[src/rtl/arb_pkg.sv]
`default_nettype none
// ============================================================================
//  Module   : arb_pkg
//  Purpose  : Shared types and constants for the two-requester burst arbiter
//             (FSM state encoding, source select encoding, helper function).
//  Revision : 1.0  initial release
// ============================================================================
package arb_pkg;

  // Arbiter state; the encoding is visible on the debug OWNER port.
  typedef enum logic [1:0] {
    IDLE  = 2'd0,
    OWN_A = 2'd1,
    OWN_B = 2'd2
  } arb_state_t;

  // Source select encoding, also driven on OUT_SRC.
  localparam logic c_SRC_A = 1'b0;
  localparam logic c_SRC_B = 1'b1;

  // The requester that is not 's'; used to hand priority over on release.
  function automatic logic other_src(input logic s);
    return ~s;
  endfunction

endpackage
`default_nettype wire

[src/rtl/mux2_burst_arbiter_64_if.sv]
`default_nettype none
// ============================================================================
//  Module   : mux2_burst_arbiter_64_if
//  Purpose  : Bundle of the two requester streams, the consumer stream and the
//             debug owner field. 'slave' is the arbiter's view, 'master' is
//             the view of the requesters/consumer around it.
//  Revision : 1.0  initial release
// ============================================================================
interface mux2_burst_arbiter_64_if #(
  parameter int WIDTH = 64
);
  logic             a_valid;
  logic [WIDTH-1:0] a_data;
  logic             a_last;
  logic             a_ready;

  logic             b_valid;
  logic [WIDTH-1:0] b_data;
  logic             b_last;
  logic             b_ready;

  logic             out_valid;
  logic [WIDTH-1:0] out_data;
  logic             out_last;
  logic             out_src;
  logic             out_ready;

  logic [1:0]       owner;

  modport slave (
    input  a_valid, a_data, a_last,
    output a_ready,
    input  b_valid, b_data, b_last,
    output b_ready,
    output out_valid, out_data, out_last, out_src,
    input  out_ready,
    output owner
  );

  modport master (
    output a_valid, a_data, a_last,
    input  a_ready,
    output b_valid, b_data, b_last,
    input  b_ready,
    input  out_valid, out_data, out_last, out_src,
    output out_ready,
    input  owner
  );

endinterface
`default_nettype wire

[src/rtl/burst_arb_fsm.sv]
`default_nettype none
// ============================================================================
//  Module   : burst_arb_fsm
//  Purpose  : Round-robin arbiter with burst ownership. Holds state, priority
//             and beat counter; produces per-requester READY and the grant
//             (accept) strobes used by the datapath.
//  Revision : 1.0  initial release
// ============================================================================
module burst_arb_fsm
  import arb_pkg::*;
#(
  parameter int MAX_BURST = 8
) (
  input  wire logic       clk,
  input  wire logic       rst_n,
  input  wire logic       i_a_valid,
  input  wire logic       i_a_last,
  input  wire logic       i_b_valid,
  input  wire logic       i_b_last,
  input  wire logic       i_load_ok,
  output logic            o_a_ready,
  output logic            o_b_ready,
  output logic            o_grant_a,
  output logic            o_grant_b,
  output logic [1:0]      o_owner
);

  localparam int              CNT_W       = $clog2(MAX_BURST + 1);
  localparam logic [CNT_W-1:0] c_ONE      = CNT_W'(1);
  localparam logic [CNT_W-1:0] c_MAX_CNT  = CNT_W'(MAX_BURST);
  // With a one-beat limit every beat is its own burst, so ownership is never taken.
  localparam logic            c_SINGLE    = (MAX_BURST == 1);

  arb_state_t       r_state, w_state_nxt;
  logic             r_prio,  w_prio_nxt;
  logic [CNT_W-1:0] r_cnt,   w_cnt_nxt;
  logic [CNT_W-1:0] w_cnt_inc;
  logic             w_a_rdy, w_b_rdy;
  logic             w_grant_a, w_grant_b;
  logic             w_src, w_last;

  assign w_cnt_inc = r_cnt + c_ONE;

  // State, priority and beat-count registers.
  always_ff @(posedge clk or negedge rst_n) begin
    if (!rst_n) begin
      r_state <= IDLE;
      r_prio  <= c_SRC_A;
      r_cnt   <= '0;
    end else begin
      r_state <= w_state_nxt;
      r_prio  <= w_prio_nxt;
      r_cnt   <= w_cnt_nxt;
    end
  end

  // Ready/grant decode and next-state logic; ready never looks at own VALID.
  always_comb begin
    w_a_rdy     = 1'b0;
    w_b_rdy     = 1'b0;
    w_state_nxt = r_state;
    w_prio_nxt  = r_prio;
    w_cnt_nxt   = r_cnt;

    case (r_state)
      IDLE: begin
        w_a_rdy = i_load_ok & ((r_prio == c_SRC_A) | ~i_b_valid);
        w_b_rdy = i_load_ok & ((r_prio == c_SRC_B) | ~i_a_valid);
      end
      OWN_A:   w_a_rdy = i_load_ok;
      OWN_B:   w_b_rdy = i_load_ok;
      default: ;
    endcase

    // Both READYs can be high only when at most one VALID is high, so the
    // grants are mutually exclusive by construction.
    w_grant_a = i_a_valid & w_a_rdy;
    w_grant_b = i_b_valid & w_b_rdy;
    w_src     = w_grant_b ? c_SRC_B : c_SRC_A;
    w_last    = w_grant_b ? i_b_last : i_a_last;

    if (w_grant_a | w_grant_b) begin
      if (r_state == IDLE) begin
        if (w_last | c_SINGLE) begin
          w_prio_nxt = other_src(w_src);
        end else begin
          w_state_nxt = (w_src == c_SRC_B) ? OWN_B : OWN_A;
          w_cnt_nxt   = c_ONE;
        end
      end else if (w_last | (w_cnt_inc == c_MAX_CNT)) begin
        // End of burst or forced release: the other side gets first pick.
        w_state_nxt = IDLE;
        w_prio_nxt  = other_src(w_src);
        w_cnt_nxt   = '0;
      end else begin
        w_cnt_nxt = w_cnt_inc;
      end
    end
  end

  // READY is held low for the whole time reset is asserted.
  assign o_a_ready = w_a_rdy & rst_n;
  assign o_b_ready = w_b_rdy & rst_n;
  assign o_grant_a = w_grant_a & rst_n;
  assign o_grant_b = w_grant_b & rst_n;
  assign o_owner   = r_state;

endmodule
`default_nettype wire

[src/rtl/mux2_burst_arbiter_64.sv]
`default_nettype none
// ============================================================================
//  Module   : mux2_burst_arbiter_64
//  Purpose  : Shares one 2:1 data select between requesters A and B under a
//             burst-owning round-robin arbiter, with a single-entry registered
//             output stage toward the consumer.
//  Revision : 1.0  initial release
// ============================================================================
module mux2_burst_arbiter_64
  import arb_pkg::*;
#(
  parameter int WIDTH     = 64,
  parameter int MAX_BURST = 8
) (
  input  wire logic              clk,
  input  wire logic              rst_n,
  mux2_burst_arbiter_64_if.slave bus
);

  logic             w_load_ok;
  logic             w_grant_a, w_grant_b;
  logic [WIDTH-1:0] w_sel_data;
  logic             w_sel_last;

  logic             r_valid;
  logic [WIDTH-1:0] r_data;
  logic             r_last;
  logic             r_src;

  // The output stage can take a new beat when empty or being drained now.
  assign w_load_ok = ~r_valid | bus.out_ready;

  burst_arb_fsm #(
    .MAX_BURST (MAX_BURST)
  ) u_fsm (
    .clk       (clk),
    .rst_n     (rst_n),
    .i_a_valid (bus.a_valid),
    .i_a_last  (bus.a_last),
    .i_b_valid (bus.b_valid),
    .i_b_last  (bus.b_last),
    .i_load_ok (w_load_ok),
    .o_a_ready (bus.a_ready),
    .o_b_ready (bus.b_ready),
    .o_grant_a (w_grant_a),
    .o_grant_b (w_grant_b),
    .o_owner   (bus.owner)
  );

  assign w_sel_data = w_grant_b ? bus.b_data : bus.a_data;
  assign w_sel_last = w_grant_b ? bus.b_last : bus.a_last;

  // Output register: load the granted beat, or empty out when drained idle.
  always_ff @(posedge clk or negedge rst_n) begin
    if (!rst_n) begin
      r_valid <= 1'b0;
      r_data  <= '0;
      r_last  <= 1'b0;
      r_src   <= c_SRC_A;
    end else if (w_load_ok) begin
      if (w_grant_a | w_grant_b) begin
        r_valid <= 1'b1;
        r_data  <= w_sel_data;
        r_last  <= w_sel_last;
        r_src   <= w_grant_b ? c_SRC_B : c_SRC_A;
      end else begin
        r_valid <= 1'b0;
      end
    end
  end

  assign bus.out_valid = r_valid;
  assign bus.out_data  = r_data;
  assign bus.out_last  = r_last;
  assign bus.out_src   = r_src;

endmodule
`default_nettype wire
[src/flat_wrapper.sv]
// flat-port wrapper written by rule: the top's interface ports become plain ports
module mux2_burst_arbiter_64_flat import arb_pkg::*;
#(
  parameter int WIDTH     = 64,
  parameter int MAX_BURST = 8
)
  (clk, rst_n, bus_a_valid, bus_a_data, bus_a_last, bus_a_ready, bus_b_valid, bus_b_data, bus_b_last, bus_b_ready, bus_out_valid, bus_out_data, bus_out_last, bus_out_src, bus_out_ready, bus_owner);
  mux2_burst_arbiter_64_if #(.WIDTH(WIDTH)) bus_i ();
  input  wire logic clk;
  input  wire logic rst_n;
  input wire logic [$bits(bus_i.a_valid)-1:0] bus_a_valid;
  input wire logic [$bits(bus_i.a_data)-1:0] bus_a_data;
  input wire logic [$bits(bus_i.a_last)-1:0] bus_a_last;
  output wire logic [$bits(bus_i.a_ready)-1:0] bus_a_ready;
  input wire logic [$bits(bus_i.b_valid)-1:0] bus_b_valid;
  input wire logic [$bits(bus_i.b_data)-1:0] bus_b_data;
  input wire logic [$bits(bus_i.b_last)-1:0] bus_b_last;
  output wire logic [$bits(bus_i.b_ready)-1:0] bus_b_ready;
  output wire logic [$bits(bus_i.out_valid)-1:0] bus_out_valid;
  output wire logic [$bits(bus_i.out_data)-1:0] bus_out_data;
  output wire logic [$bits(bus_i.out_last)-1:0] bus_out_last;
  output wire logic [$bits(bus_i.out_src)-1:0] bus_out_src;
  input wire logic [$bits(bus_i.out_ready)-1:0] bus_out_ready;
  output wire logic [$bits(bus_i.owner)-1:0] bus_owner;
  assign bus_i.a_valid = bus_a_valid;
  assign bus_i.a_data = bus_a_data;
  assign bus_i.a_last = bus_a_last;
  assign bus_a_ready = bus_i.a_ready;
  assign bus_i.b_valid = bus_b_valid;
  assign bus_i.b_data = bus_b_data;
  assign bus_i.b_last = bus_b_last;
  assign bus_b_ready = bus_i.b_ready;
  assign bus_out_valid = bus_i.out_valid;
  assign bus_out_data = bus_i.out_data;
  assign bus_out_last = bus_i.out_last;
  assign bus_out_src = bus_i.out_src;
  assign bus_i.out_ready = bus_out_ready;
  assign bus_owner = bus_i.owner;
  mux2_burst_arbiter_64 #(.WIDTH(WIDTH), .MAX_BURST(MAX_BURST)) u_core (.clk(clk), .rst_n(rst_n), .bus(bus_i));
endmodule
[config.mk]
export PLATFORM = sky130hd
export DESIGN_NAME = mux2_burst_arbiter_64_flat
export DESIGN_NICKNAME = d
export VERILOG_FILES = /design/src/rtl/arb_pkg.sv /design/src/rtl/mux2_burst_arbiter_64_if.sv /design/src/rtl/burst_arb_fsm.sv /design/src/rtl/mux2_burst_arbiter_64.sv /design/src/flat_wrapper.sv
export SDC_FILE = /design/constraint.sdc
export NUM_CORES = 1
export LEC_CHECK = 0
export ABC_AREA = 1
export BUFFER_PORTS_ARGS = -buffer_cell sky130_fd_sc_hd__buf_4
export CAP_MARGIN = 10
export CORE_MARGIN = 3
export CORE_UTILIZATION = 45
export CTS_BUF_LIST = sky130_fd_sc_hd__clkbuf_16
export DETAILED_ROUTE_END_ITERATION = 6
export PLACE_DENSITY = 0.8
export SYNTH_ARGS = -nofsm -noshare
export SYNTH_HDL_FRONTEND = slang
export SYNTH_HIERARCHICAL = 1
export SYNTH_SLANG_ARGS = --single-unit
[constraint.sdc]
create_clock -name clk -period 3.9 [get_ports clk]
set_input_delay 0.585 -clock clk [delete_from_list [all_inputs] [get_ports clk]]
set_output_delay 0.585 -clock clk [all_outputs]
set_load 0.05 [all_outputs]
# Yosys cells after proc, flatten, opt, wreduce, memory -nomap -nowiden
# Index checks and enable logic that the tools add are counted.
word_totals:
  mem_bits_ro: 0
  inputBits: 135
  output_inout_bits: 71
  register_bits: 74
  wordCells: 56
  ram_bits: 0
  mem_count: 0
  latchBits: 0
classes:
  n_shift: 0
  multipliers: 0
  n_reduce_logical: 6
  n_mux: 18
  n_bitwise: 19
  n_eq_ne: 5
  n_div: 0
  magnitude_cmp: 0
  n_addsub: 1
op_table:
  columns: ["op", "n"]
  rows:
  - ["64-bit 2-to-1 mux", 1]
  - ["4-bit 2-to-1 mux", 3]
  - ["1-bit AND", 8]
  - ["1-bit 2-to-1 mux", 8]
  - ["2-bit 2-to-1 mux", 4]
  - ["1-bit OR", 6]
  - ["3-bit AND reduction", 2]
  - ["1-bit inverter", 5]
  - ["4-bit by 1-bit adder with 4-bit output (second input constant)", 1]
  - ["4-bit equality test (second input constant)", 1]
  - ["2-bit inequality test (second input constant)", 2]
  - ["1-bit one-hot mux with 2 select lines", 2]
  - ["2-bit AND reduction", 2]
  - ["2-bit by 1-bit equality test with 1-bit output (second input constant)", 1]
  - ["2-bit equality test (second input constant)", 1]
  - ["2-bit zero test", 1]
  - ["2-bit nonzero test", 1]

# Depth between registers and ports, before layout
depth:
  ltp_word: 9
  mapped_depth: 13
  depth_no_buf: 11

# Hierarchy
# The synthesis kept the hierarchy.
modules_own_cells:
  columns: ["module", "n_inst", "cells_each", "area_each_um2", "seq_area_each_um2"]
  rows:
  - ["mux2_burst_arbiter_64", 1, 499, 3329.4, 1676.6]
  - ["burst_arb_fsm", 1, 74, 541.8, 175.2]

# Worst setup path after synthesis
# Ideal clock, no wire load.
synth_path:
  path_type: "flip-flop to output port"
  startpoint: "register u_core.r_valid (netlist: u_core/bus.out_valid)"
  endpoint: "output bus_a_ready"
  stages_incl_launch_ff: 6
  arrival_ns: 1.699
  path_slack_ns: 1.616
  required_ns: 3.315
  path_cell_list: "dfrtp_1 > nand2_1 > inv_1 > nor2_1 > nand2_1 > nor2_1"
synth_via:
  elab_chain_len: 5
synth_lines:
  columns: ["element", "line", "rtl"]
  rows:
  - ["from (decl)", "mux2_burst_arbiter_64.sv:25", "logic r_valid;"]
  - ["from (signal assigned)", "mux2_burst_arbiter_64.sv:56", "r_valid <= 1'b0;"]
  - ["from (signal assigned)", "mux2_burst_arbiter_64.sv:62", "r_valid <= 1'b1;"]
  - ["from (signal assigned)", "mux2_burst_arbiter_64.sv:67", "r_valid <= 1'b0;"]
  - ["1-bit inverter *", "mux2_burst_arbiter_64.sv:31", "assign w_load_ok = ~r_valid | bus.out_ready;"]
  - ["1-bit OR *", "mux2_burst_arbiter_64.sv:31", null]
  - ["via u_core.w_load_ok", "mux2_burst_arbiter_64.sv:20", "logic w_load_ok;"]
  - ["1-bit AND", "burst_arb_fsm.sv:67", "w_a_rdy = i_load_ok & ((r_prio == c_SRC_A) | ~i_b_valid);"]
  - ["1-bit one-hot mux with 2 select lines *", "burst_arb_fsm.sv:65", "case (r_state)"]
  - ["1-bit AND *", "burst_arb_fsm.sv:102", "assign o_a_ready = w_a_rdy & rst_n;"]
  - ["to (decl)", "flat_wrapper.sv:14", "output wire logic [$bits(bus_i.a_ready)-1:0] bus_a_ready;"]
# Mark *: on every way through the listed nets, which the timed path passes. The rest lies on a longest branch.

# Worst setup path in the final report
layout_path:
  startpoint: "register u_core.r_valid (netlist: u_core/bus.out_valid)"
  endpoint: "register u_core.r_data[18] (netlist: u_core/bus.out_data[18])"
layout_via:
  elab_chain_len: 8
layout_lines:
  columns: ["element", "line", "rtl"]
  rows:
  - ["1-bit inverter *", "mux2_burst_arbiter_64.sv:31", null]
  - ["1-bit OR *", "mux2_burst_arbiter_64.sv:31", null]
  - ["via u_core.w_load_ok", "mux2_burst_arbiter_64.sv:20", null]
  - ["1-bit AND", "burst_arb_fsm.sv:68", "w_b_rdy = i_load_ok & ((r_prio == c_SRC_B) | ~i_a_valid);"]
  - ["1-bit one-hot mux with 2 select lines *", "burst_arb_fsm.sv:65", null]
  - ["1-bit AND *", "burst_arb_fsm.sv:78", "w_grant_b = i_b_valid & w_b_rdy;"]
  - ["1-bit AND *", "burst_arb_fsm.sv:105", "assign o_grant_b = w_grant_b & rst_n;"]
  - ["via u_core.w_grant_b", "mux2_burst_arbiter_64.sv:21", "logic w_grant_a, w_grant_b;"]
  - ["1-bit OR", "mux2_burst_arbiter_64.sv:61", "if (w_grant_a | w_grant_b) begin"]
  - ["2-bit AND reduction (no source line)", null, null]
  - ["to (signal assigned)", "mux2_burst_arbiter_64.sv:63", "r_data <= w_sel_data;"]
  - ["to (decl)", "mux2_burst_arbiter_64.sv:26", "logic [WIDTH-1:0] r_data;"]
# Marked as above.
# A chain may end at the register's enable or synchronous reset.

==> results by group <==
Power
  • Total power density per cell area: 875 nW/um^2
  • Leak: 3.46 nW
  • Total power draw: 5.06 mW
  • Maximum vdd ir drop: 0.000504 V

Floorplanning
  • Overall die height: 98.8 um
  • CORE AREA: 8300 um^2
  • Effective utilization at floorplan: 46.6%
  • Area enclosed by the die boundary: 9750 um^2
  • Die X: 98.8 um
  • I/O pin count: 206
  • # rows: 33

Worst setup path
  • Critical Path, Cell by Cell: nand2_1 > inv_1 > nor2_4 > nand3_4 > nor2_4 > buf_4 > inv_2 > nand2_1 > nand2_2 > buf_4 > nand2_1 > nand2_1
  • Cell type of the slowest stage on the worst timing path: buf_4
  • Biggest cell delay along the critical path: 0.42 ns
  • Worst EP required: 4.10 ns
  • Worst setup SP type: register
  • Critical path fanouts, max: 36
  • Cell with the most instances on the worst path: nand2_1
  • Classification of the worst setup path: reg2reg
  • CP Capture Type: register
  • Worst R2R Start: u_core/bus.out_valid
  • Critical Path Start: u_core/bus.out_valid
  • Data arrival at the endpoint of the critical path: 2.81 ns

Global routing
  • Busiest layer in global routing: met2
  • Remaining Overflow, GRT: 0
  • Number of global-route vias before repair: 3,951
  • Wire length of the first global-routing pass: 17,900 um
  • Global routing usage on met3: 4.25%
  • Total GRT Usage: 22.4%
  • Met2 global-route usage: 40.1%
  • Met1 capacity usage during global routing: 26.7%
  • Largest net degree at the start of global routing: 75
  • Antenna violations before repair: 0

Clock network
  • Later-pin clock latency in the skew report: 0.32 ns
  • Number of post-CTS setup repair buffers: 0
  • Clock tree root driver cell: clkbuf_16
  • Num Clock Sinks: 74
  • Number of gates given a new drive strength after cts: 0
  • CTS Hold Buffers Added: 0
  • Number of buffers on the longest clock path: 2
  • Clock transition at the registers of the reported paths: 0.06 ns
  • CTS Buf Count: 9
  • CTS tree: yes
  • CTS HTree Levels: 3

Timing
  • Final-report max-slew violation count: 0
  • Final setup violating endpoints: 0
  • Worst clock skew: 0.00523 ns
  • Fin worst setup slack: 1.30 ns
  • Hold Vio Cnt, Final: 0
  • Post-layout minimum cycle time: 2.60 ns
  • Max-slew headroom: 40.7%
  • Worst-Margin Slew: 0.890 ns
  • Setup_tns: 0 ns
  • Unrepaired setup endpoints after global routing: false
  • Period utilization: 66.7%
  • Highest clock rate: 384 MHz

Synth
  • Post-synth cell types: 20
  • Mean Syn Cell Area: 6.76 um^2
  • Synthesis-stage register bit count: 74
  • Sequential-to-total area share from yosys stat: 47.8%
  • Synthesized-area fraction occupied by and/or/nand/nor cells: 45.9%
  • Dominant combinational cell family by area after synthesis: simple AND/OR/NAND/NOR gates
  • Mux contribution to synthesized area: 0%
  • Post-Synthesis Net Count: 710
  • Share of the synthesized area in compound gates (AO/OA/AOI/OAI): 0.517%
  • Fraction of synthesized cell area in xor and xnor cells: 0%
  • Post-synthesis share of cell area spent on full adders, half adders and majority gates: 0.646%
  • Warnings, synthesis: 6
  • Gate Count Post-Synth: 573
  • Cell Area, Synth: 3870 um^2

Placement
  • Pre-CTS worst setup slack: 1.05 ns
  • I/O Buffers: 205
  • Total half-perimeter wirelength after legalization and detailed placement: 8510 um
  • Final Wtd Congestion: 0.858

Cells and area
  • Proportion of layout cells with a drive suffix above 1: 31.2%
  • Filler instances: 693
  • Relative area change from synthesis to final layout: 49.6%
  • Ant. Diodes: 0
  • Multi-input combinational cell area: 1840 um^2
  • Net count, final: 904
  • Area used by sequential logic in the layout: 1850 um^2

Detailed routing
  • Number of iterations in the first detailed-routing pass: 5
  • Total routed wirelength: 11,300 um
  • Violation count after the first detailed-routing iteration: 162
  • Total vias in the final route: 4,169
  • Final routed wire length divided by cell count: 12.9 um
  • Residual DRC: 0
  • Number of nets still failing antenna checks after routing: 0
  • Vias/cell: 4.75

Hold path
  • Path category of the worst min-delay check: reg2reg
  • Startpoint of the most critical hold path: u_core/bus.out_data[51]

Run status
  • Status: complete, no violations

Flow run
  • Max-cap violations: 0
-- cells in the final DEF (no fill, tap or decap) --
master	instances
nand2_1	412
buf_4	210
dfrtp_1	74
inv_1	16
nor2_1	10
clkbuf_16	9
nand3_1	8
nand2_2	5
nand3_2	5
nor2_4	3
o21ai_1	3
bufinv_16	2
clkinv_1	2
nand4_1	2
ha_1	2
clkinv_4	1
clkinv_2	1
inv_2	1
buf_12	1
nand3_4	1
and2_4	1
nand2_4	1
and2_1	1
a21oi_1	1
-- worst max-delay path: cells and delay by family, from the launching register on --
family	cells	cell delay (ns)
DFF	1	0.39
and+or+nand+nor	8	1.18
buffers and inverters	4	0.90
-- kinds of logic (layout without fill, tap and decap cells) --
group                    Yosys count  count (layout)
AO/OA/AOI/OAI                      4               4
adder cells (fa/ha/maj)            2               2
buffers and inverters             44             243
flip-flops                        74              74
AND/OR/NAND/NOR                  449             449
-- worst paths after layout --
kind                                            to  slack [ns]  cells after the start
hold reg to reg            u_core/bus.out_data[51]        0.48                      2
setup / recovery           u_core/bus.out_data[18]        1.30                     12
setup reg to reg           u_core/bus.out_data[18]        1.30                     12
max in group asynchronous   u_core/bus.out_data[6]        2.81                      2
hold / removal             u_core/bus.out_data[51]        0.48                      2
min in group asynchronous  u_core/bus.out_data[39]        0.52                      2
-- per-stage QoR --
step	util, %	cell area (um^2)	hold WS [ns]	instances
2_1_floorplan	-	3870	0.289	573
3_5_place_dp	66.0	5480	0.466	861
3_3_place_gp	66.0	5480	0.459	861
4_1_cts	69.8	5790	0.481	877
5_1_grt	69.8	5790	0.497	877
6_report	69.8	5790	0.477	877
-- synthesized netlist by cell type --
| cell type | count | area [um^2] |
|---|---|---|
| nand2_1 | 413 | 1550 |
| dfrtp_1 | 74 | 1850 |
| buf_2 | 22 | 110 |
| inv_1 | 15 | 56.3 |
| nor2_1 | 12 | 45.0 |
| nand3_1 | 8 | 40.0 |
| clkbuf_1 | 5 | 18.8 |
| nand3_2 | 5 | 50.1 |
| nand2_2 | 4 | 25.0 |
| o21ai_1 | 3 | 15.0 |
| ha_1 | 2 | 25.0 |
| nand4_1 | 2 | 12.5 |
| a21oi_1 | 1 | 5.00 |
| and2_1 | 1 | 6.26 |
| and2_4 | 1 | 8.76 |
| buf_4 | 1 | 7.51 |
| inv_2 | 1 | 3.75 |
| nand2_4 | 1 | 11.3 |
| nand3_4 | 1 | 17.5 |
| nor2_4 | 1 | 11.3 |
-- area by class of cell --
class,count,share of cell area [%]
timing repair buffer,211,27.6
clock buffer,9,3.89
tap,105,2.27
clock inverter,7,1.47
multi-input combinational,455,31.8
sequential,74,32.0
inverter,16,1.04
-- state kept, by name, summed over array words and instances, names as in the netlist --
register	count
u_core/bus.out_src	1
u_core/bus.out_data	64
u_core/bus.out_last	1
u_core/bus.out_valid	1
u_core/u_fsm/r_cnt	4
u_core/u_fsm/o_owner	2
u_core/u_fsm/r_prio	1
-- metal layers --
layer / part of all wire, % / wire, um
met5: 0 / 0
met2: 52 / 5850
met4: 1.8 / 199
met1: 39 / 4380
met3: 7.5 / 847
-- power by group --
part           total (mW)  switching [mW]  leakage, nW  internal [mW]
logic                2.88            2.04         2.38          0.834
registers            1.35           0.224        0.925           1.12
clock network       0.838           0.286        0.156          0.552
Note: power is estimated with default switching activity, not from simulation.
